**src/rtl/counter_ctrl_pkg.sv**
```systemverilog
// Shared state encoding, debounce default and run-button transition for counter_ctrl.
package counter_ctrl_pkg;

  typedef enum logic [1:0] {
    ST_IDLE  = 2'd0,
    ST_RUN   = 2'd1,
    ST_PAUSE = 2'd2,
    ST_LOAD  = 2'd3
  } state_t;

  localparam int DB_CYCLES_DEF = 4;

  // Run/pause toggling; LOAD never reacts to the run button.
  function automatic state_t run_next(input state_t s);
    case (s)
      ST_IDLE, ST_PAUSE: run_next = ST_RUN;
      ST_RUN:            run_next = ST_PAUSE;
      default:           run_next = s;
    endcase
  endfunction

endpackage

```
**src/rtl/btn_debounce.sv**
```systemverilog
// Button conditioner: 2-FF sync, DB_CYCLES stability filter, one-cycle pulse on debounced rise.
// Latency: press pulse DB_CYCLES+2 cycles after a clean rise; no backpressure.
module btn_debounce
  import counter_ctrl_pkg::*;
#(
  parameter int DB_CYCLES = DB_CYCLES_DEF
) (
  input  logic cp,
  input  logic rst,
  input  logic btn,
  output logic press
);

  localparam int CW = (DB_CYCLES > 1) ? $clog2(DB_CYCLES) : 1;
  localparam logic [CW-1:0] CNT_LAST = CW'(DB_CYCLES - 1);

  logic          sync1;
  logic          sync2;
  logic          level;
  logic [CW-1:0] cnt;

  always_ff @(posedge cp or posedge rst) begin
    if (rst) begin
      sync1 <= 1'b0;
      sync2 <= 1'b0;
      level <= 1'b0;
      cnt   <= '0;
      press <= 1'b0;
    end else begin
      sync1 <= btn;
      sync2 <= sync1;
      press <= 1'b0;
      // Any sample matching the current level restarts the stability window.
      if (sync2 == level) begin
        cnt <= '0;
      end else if (cnt == CNT_LAST) begin
        cnt   <= '0;
        level <= sync2;
        press <= sync2;
      end else begin
        cnt <= cnt + 1'b1;
      end
    end
  end

endmodule

```
**src/rtl/counter_ctrl.sv**
```systemverilog
// Button-driven controller for a reversible counter (load/run/pause/direction), registered outputs.
// Latency: action one cycle after a debounced press; optional COUNTER_CTRL_AUTO_REVERSE_EN flips u_ on rco_ fall.
module counter_ctrl
  import counter_ctrl_pkg::*;
#(
  parameter int DB_CYCLES = DB_CYCLES_DEF
) (
  input  logic       cp,
  input  logic       rst,
  input  logic       btn_load,
  input  logic       btn_run,
  input  logic       btn_dir,
  input  logic [3:0] sw,
  input  logic       rco_,
  output logic       ld_,
  output logic       ct_,
  output logic       u_,
  output logic [3:0] D,
  output logic [1:0] state
);

  logic   load_p;
  logic   run_p;
  logic   dir_p;
  logic   rev_p;
  state_t st;

  btn_debounce #(.DB_CYCLES(DB_CYCLES)) u_db_load (
    .cp(cp), .rst(rst), .btn(btn_load), .press(load_p)
  );
  btn_debounce #(.DB_CYCLES(DB_CYCLES)) u_db_run (
    .cp(cp), .rst(rst), .btn(btn_run), .press(run_p)
  );
  btn_debounce #(.DB_CYCLES(DB_CYCLES)) u_db_dir (
    .cp(cp), .rst(rst), .btn(btn_dir), .press(dir_p)
  );

`ifdef COUNTER_CTRL_AUTO_REVERSE_EN
  logic rco_q;

  always_ff @(posedge cp or posedge rst) begin
    if (rst) begin
      rco_q <= 1'b1;
    end else begin
      rco_q <= rco_;
    end
  end

  assign rev_p = (st == ST_RUN) && rco_q && !rco_;
`else
  logic unused_rco;
  assign unused_rco = rco_;
  assign rev_p      = 1'b0;
`endif

  always_ff @(posedge cp or posedge rst) begin
    if (rst) begin
      st  <= ST_IDLE;
      ld_ <= 1'b1;
      ct_ <= 1'b1;
      u_  <= 1'b0;
      D   <= 4'b0000;
    end else begin
      // OR, not XOR: a dir press coinciding with a carry reversal flips once.
      u_ <= u_ ^ (dir_p | rev_p);
      if (load_p) begin
        st  <= ST_LOAD;
        D   <= sw;
        ld_ <= 1'b0;
        ct_ <= 1'b1;
      end else if (st == ST_LOAD) begin
        st  <= ST_IDLE;
        ld_ <= 1'b1;
        ct_ <= 1'b1;
      end else if (run_p) begin
        st  <= run_next(st);
        ct_ <= (run_next(st) != ST_RUN);
      end
    end
  end

  assign state = st;

endmodule

```
**config.mk**
```make
export PLATFORM = sky130hd
export DESIGN_NAME = counter_ctrl
export DESIGN_NICKNAME = d
export VERILOG_FILES = /design/src/rtl/counter_ctrl_pkg.sv /design/src/rtl/btn_debounce.sv /design/src/rtl/counter_ctrl.sv
export SDC_FILE = /design/constraint.sdc
export NUM_CORES = 1
export LEC_CHECK = 0
export CAP_MARGIN = 0
export CORE_MARGIN = 2
export CORE_UTILIZATION = 50
export DETAILED_ROUTE_END_ITERATION = 10
export GPL_TIMING_DRIVEN = 0
export PLACE_DENSITY = 0.82
export SYNTH_ARGS = -nofsm -noshare
export SYNTH_HDL_FRONTEND = slang
export SYNTH_SLANG_ARGS = --single-unit
export TNS_END_PERCENT = 10
```
**constraint.sdc**
```tcl
create_clock -name cp -period 3.3 [get_ports cp]
set_clock_uncertainty 0.2 [all_clocks]
set_input_delay 0.66 -clock cp [delete_from_list [all_inputs] [get_ports cp]]
set_output_delay 0.66 -clock cp [all_outputs]
set_load 0.02 [all_outputs]
```
==> flow_summary.yaml, run 1 <==
sta:
  layout_min_cycle_time_ns: 2.32
  slew_violations: 0
  fmax_ghz: 0.431
  setup_tns_ns: 0
  worstMarginPinSlew_ns: 0.953
  rsz0062_at_grt: "false"
  slew_headroom_pct: 36.4
  period_share_pct: 70.3
  hold_violations: 0
  setup_viol: 0
pwr:
  p_switching_uw: 316
  max-vdd-ir-drop_mv: 0.484
  p_per_area_nw_per_um2: 844
  combPwrFrac_pct: 35.5
  leakagePower_nw: 0.554
  switching_share_pct: 31.6
  power.total_mw: 1.00
  p_clk_share_pct: 13.3
  power.internal_uw: 685
  seq_power_share_pct: 51.2
worst_setup_path:
  critPathKind: "flop to output port"
  r2r_setup_slack_ns: 2.08
  ff2ff_path_depth: 2
  crit_chain: "clkdlybuf4s50_1"
  max_stage_delay_ns: 0.60
  cp.buffers_inverters: 1
  crit_family: "buffers and inverters"
  rr_endpoint: "u_db_run.level"
  critPathSlowestCell: "clkdlybuf4s50_1"
  cp.depth: 1
  startpoint_type: "flop"
  cp-end-kind: "output port"
  critPathArrivalTime_ns: 1.46
  critPathMaxFanout: 2
  worstPathRequired_ns: 2.44
  r2r_start: "u_db_run.cnt[0]"
clock_network:
  clkLatencyLatePin_ns: 0.31
  postCtsResizedCells: 0
  cts_buffers: 3
  cts_setup_buffers: 0
  cts_sinks: 27
  htree_levels: 1
  cts.reportedPaths.clkPinSlew_ns: 0.14
  hold_buffers: 0
  clockRootBuffer: "clkbuf_4"
  cts_tree: "yes"
  clk_path_buf_depth: 2
global_route:
  antenna_found_initial: 0
  grt_overflow: 0
  grt_max_degree: 28
  first_global_vias: 553
  grt_util_all_layers_pct: 13.8
  grt_pass1_wl_microns: 2130
detailed_routing:
  via_count: 531
  top_layer: "met4"
  wl_met1_microns: 566
  wire_per_inst_microns: 12.0
  dr_wl_met3_microns: 55
  first_pass_iters: 1
  wl_met2_microns: 672
  wirelength_microns: 1320
  drt_iter0_markers: 0
  drc_errors: 0
  ant_nets: 0
  viasPerCell: 4.83
finish:
  final_nets: 99
  syn2layout_area_growth_pct: 23.9
  n_antenna_cell: 0
  fin_cells: 110
  final_util_pct: 67.2
  fin_area_sq_um: 1190
  multiInputGateArea_sq_um: 256
  ff_latch_area_sq_um: 678
  fillers: 149
  final_layout_size_suffix_gt1_share_pct: 15.3
hold_path:
  hold_path_class: "flop to flop"
  hold_path_startpoint: "u_db_load.sync1"
  hold_end: "u_db_load.sync2"
  hold_depth: 0
logic_synthesis:
  syn_area_sq_um: 957
  syn_nets: 77
  yosysWarnings: 0
  yosysTopAreaCell: "dfrtp_1"
  yosysSeqAreaShare_pct: 70.8
  synthCells: 64
  ys_types: 21
  synth-seq-cells: 27
  netlist.area_leader.share_pct: 65.4
  syn_area_per_cell_sq_um: 15.0
  synthTopCellsByArea: "dfrtp_1 65%, mux2_2 7.1%, dfstp_2 5.5%, ha_1 3.9%, xnor2_1 2.7%"
floorplanning:
  io_pins: 19
  fp.dieW_microns: 47.8
  core-area_sq_um: 1760
  dieArea_sq_um: 2280
  rows: 15
  die_h_microns: 47.8
  initial_core_util_pct: 54.3
placement:
  portBuffers: 17
  dpl.cell_count: 106
  placed_area_sq_um: 1160
  place_congestion: 0.759
run:
  cap_viol_max_count: 0
run_status:
  status: "finished, final reports clean"
## power by group through the flow
stage / Sequential [mW] / Combinational, mW / Clock [mW]
after global placement: 0.511 / 0.345 / 0
after detailed placement: 0.521 / 0.359 / 0
final: 0.513 / 0.355 / 0.133
after CTS: 0.513 / 0.362 / 0.137
after global routing: 0.525 / 0.392 / 0.155
after floorplan: 0.576 / 0.148 / 0
## Yosys cell counts, drive strengths merged
cell type,n
nand3,1
ha,3
a21o,1
a211oi,1
or2,1
nand2b,1
a21oi,1
xor2,1
nor2b,3
nand2,1
inv,3
a31oi,1
nor2,2
and3b,2
o21ai,2
mux2,6
dfrtp,25
dfstp,2
xnor2,3
nor3,3
buf,1
## per-layer routing
| layer | track usage [%] | vias to the layer above |
|---|---|---|
| met5 | 0 | - |
| met4 | 8.11 | 0 |
| li1 | - | 259 |
| met2 | 24.5 | 12 |
| met3 | 2.26 | 2 |
| met1 | 15.3 | 258 |
## logic make-up (layout without fill, tap and decap cells)
kind of cell / count (synthesis) / after routing / share of synthesized area (%)
flops: 27 / 27 / 70.8
simple gates: 14 / 14 / 8.37
compound gates: 6 / 6 / 3.79
mux: 6 / 6 / 7.06
xor+xnor: 4 / 4 / 3.66
buf+inv: 4 / 25 / 2.35
fa+ha+maj: 3 / 3 / 3.92
## final cells by class
cell class	count	share of cell area, %
flip-flops and latches	27	57.2
multi-input cells	33	21.6
repair buffers	17	14.3
well taps	25	2.64
clock buffers	3	1.90
plain buffers	1	0.949
inverters	3	0.949
clock inverters	1	0.422
## worst max path at each step
stage / start / end / slack [ns]
after global placement: rst / D[3] / 1.25
after floorplan: ct_ / ct_ / 1.88
after global routing: ct_ / ct_ / 0.91
final: ld_ / ld_ / 0.98
after CTS: ld_ / ld_ / 0.96
after detailed placement: rst / u_ / 1.23
## worst register-to-register path, delay by kind of cell, from the launching register on
kind	cells	cell delay [ns]
adder cells (fa/ha/maj)	1	0.20
multiplexers	1	0.35
flip-flops	1	0.38
## state kept, by name (all words and copies together) (netlist names), 2 cells and up
name           count
D                  4
state              2
u_db_dir.cnt       2
u_db_load.cnt      2
u_db_run.cnt       2
## cells in the final DEF, fill, tap and decap left out
cell and instances:
nor2_1 2, dfstp_2 2, or2_1 1, o21ai_0 2, xor2_1 1, dfrtp_1 25
clkdlybuf4s50_1 17, a211oi_1 1, a21o_1 1, a21oi_1 1, inv_1 3, xnor2_1 3
nor3_1 3, clkbuf_4 3, nand3_1 1, ha_1 3, nand2_1 1, nor2b_1 3
and3b_1 2, a31oi_1 1, buf_6 1, clkinv_2 1, mux2_2 6, nand2b_1 1
## metrics by stage
stage / hold WS (ns) / worst slack [ns]
after floorplan: 0.131 / 1.88
after global placement: 0.133 / 1.25
after detailed placement: 0.138 / 1.23
after CTS: 0.168 / 0.964
after global routing: 0.184 / 0.911
final: 0.164 / 0.981
(Power assumes the default switching activity.)
==> run 2, diff against run 1 <==
- CORE_UTILIZATION: 50 -> 44
- PLACE_DENSITY: 0.82 -> 0.77
- clock period: 3.3 -> 2 ns (I/O delays scaled with it)
==> flow_summary.yaml, run 2 (synthesis gave the netlist of run 1 again) <==
worst_setup_path:
  max_stage_delay_ns: 0.60
  critPathArrivalTime_ns: 1.29
  r2r_start: "u_db_run.cnt[0]"
  critPathMaxFanout: 2
  crit_chain: "clkdlybuf4s50_1"
  critPathKind: "flop to output port"
  worstPathRequired_ns: 1.40
  cp-end-kind: "output port"
  crit_start: "u_"
  startpoint_type: "flop"
  critPathSlowestCell: "clkdlybuf4s50_1"
  cp.buffers_inverters: 1
  crit_family: "buffers and inverters"
pwr:
  p_per_area_nw_per_um2: 1370
  leakagePower_nw: 0.576
  max-vdd-ir-drop_mv: 0.670
  power.total_mw: 1.63
global_route:
  met2_usage_pct: 16.7
  grt_pass1_wl_microns: 2010
  grtUsageMet1_pct: 13.5
  grt_util_all_layers_pct: 11.0
  use_met3_pct: 2.68
  first_global_vias: 454
  grt_overflow: 0
  grt_busiest_layer: "met2"
  grt_max_degree: 28
  antenna_found_initial: 0
sta:
  layout_min_cycle_time_ns: 1.89
  setup_ws_ns: 0.105
  whs_ns: 0.165
  setup_tns_ns: 0
  slew_violations: 0
  worstMarginPinSlew_ns: 0.949
  rsz0062_at_grt: "false"
  fmax_ghz: 0.528
  setup_viol: 0
  period_share_pct: 94.7
  hold_violations: 0
  slew_headroom_pct: 36.6
floorplanning:
  die_h_microns: 50.6
  rows: 16
  io_pins: 19
  initial_core_util_pct: 47.8
  core-area_sq_um: 2000
  dieArea_sq_um: 2560
  fp.dieW_microns: 50.6
clock_network:
  cts_sinks: 27
  clkLatencyLatePin_ns: 0.32
  hold_buffers: 0
  cts_tree: "yes"
  clk_path_buf_depth: 2
  cts_buffers: 3
  cts_setup_buffers: 0
  htree_levels: 1
  clockRootBuffer: "clkbuf_4"
  cts.reportedPaths.clkPinSlew_ns: 0.13
finish:
  final_nets: 99
  layout_commonest_cell: "dfrtp_1"
  largest_register: "D"
  final_cell_mix: "25 x dfrtp_1, 13 x clkdlybuf4s50_1, 6 x mux2_2"
  n_antenna_cell: 0
  fin_area_sq_um: 1190
  fillers: 172
  final_util_pct: 59.4
  largest_reg_flops: 4
  fin_cells: 112
  final_layout_size_suffix_gt1_share_pct: 14.1
  syn2layout_area_growth_pct: 24.3
run_status:
  status: "finished, final reports clean"
placement:
  place_congestion: 0.664
  placed_area_sq_um: 1160
  post-place-ws_ns: 0.181
  portBuffers: 17
  dpl.cell_count: 108
  dp_hpwl_microns: 874
detailed_routing:
  via_count: 539
  drt_iter0_markers: 5
  wire_per_inst_microns: 11.0
  viasPerCell: 4.81
  first_pass_iters: 3
  ant_nets: 0
  drc_errors: 0
  wirelength_microns: 1230
hold_path:
  hold_path_startpoint: "u_db_dir.sync1"
  hold_path_class: "flop to flop"
run:
  cap_viol_max_count: 0
run 2: final timing paths:
path	end	slack, ns	depth (start not counted)
min in group asynchronous	state[1]	0.39	2
worst min register to register	u_db_dir.sync2	0.16	0
worst min-delay path	u_db_dir.sync2	0.16	0
worst max register to register	u_db_run.level	0.79	2
worst max-delay path	u_	0.11	1
max in group asynchronous	u_db_dir.sync1	0.64	2
run 2: final cells by class:
| class | count | area (sq um) | share of cell area [%] |
|---|---|---|---|
| Buffer | 1 | 11.3 | 0.946 |
| Clock buffer | 4 | 26.3 | 2.21 |
| Inverter | 3 | 11.3 | 0.946 |
| Multi-Input combinational cell | 33 | 256 | 21.6 |
| Sequential cell | 27 | 678 | 57.0 |
| Tap cell | 27 | 33.8 | 2.84 |
| Timing Repair Buffer | 17 | 173 | 14.5 |
run 2: per-layer routing:
layer / vias up / share of wire [%]
met4: 0 / 3.2
met2: 15 / 46
met5: - / 0
met1: 263 / 45
met3: 4 / 5.0
li1: 257 / -
run 2: power breakdown:
group          switching, mW  leakage (nW)  internal [mW]
combinational          0.257         0.227          0.307
sequential             0.106         0.334          0.734
clock                  0.148        0.0150         0.0780
total                  0.510         0.576           1.12
run 2: what timing repair did:
action	CTS	global route
setup endpoints to repair	2	2
resized for setup	2	2
pin swaps	0	0
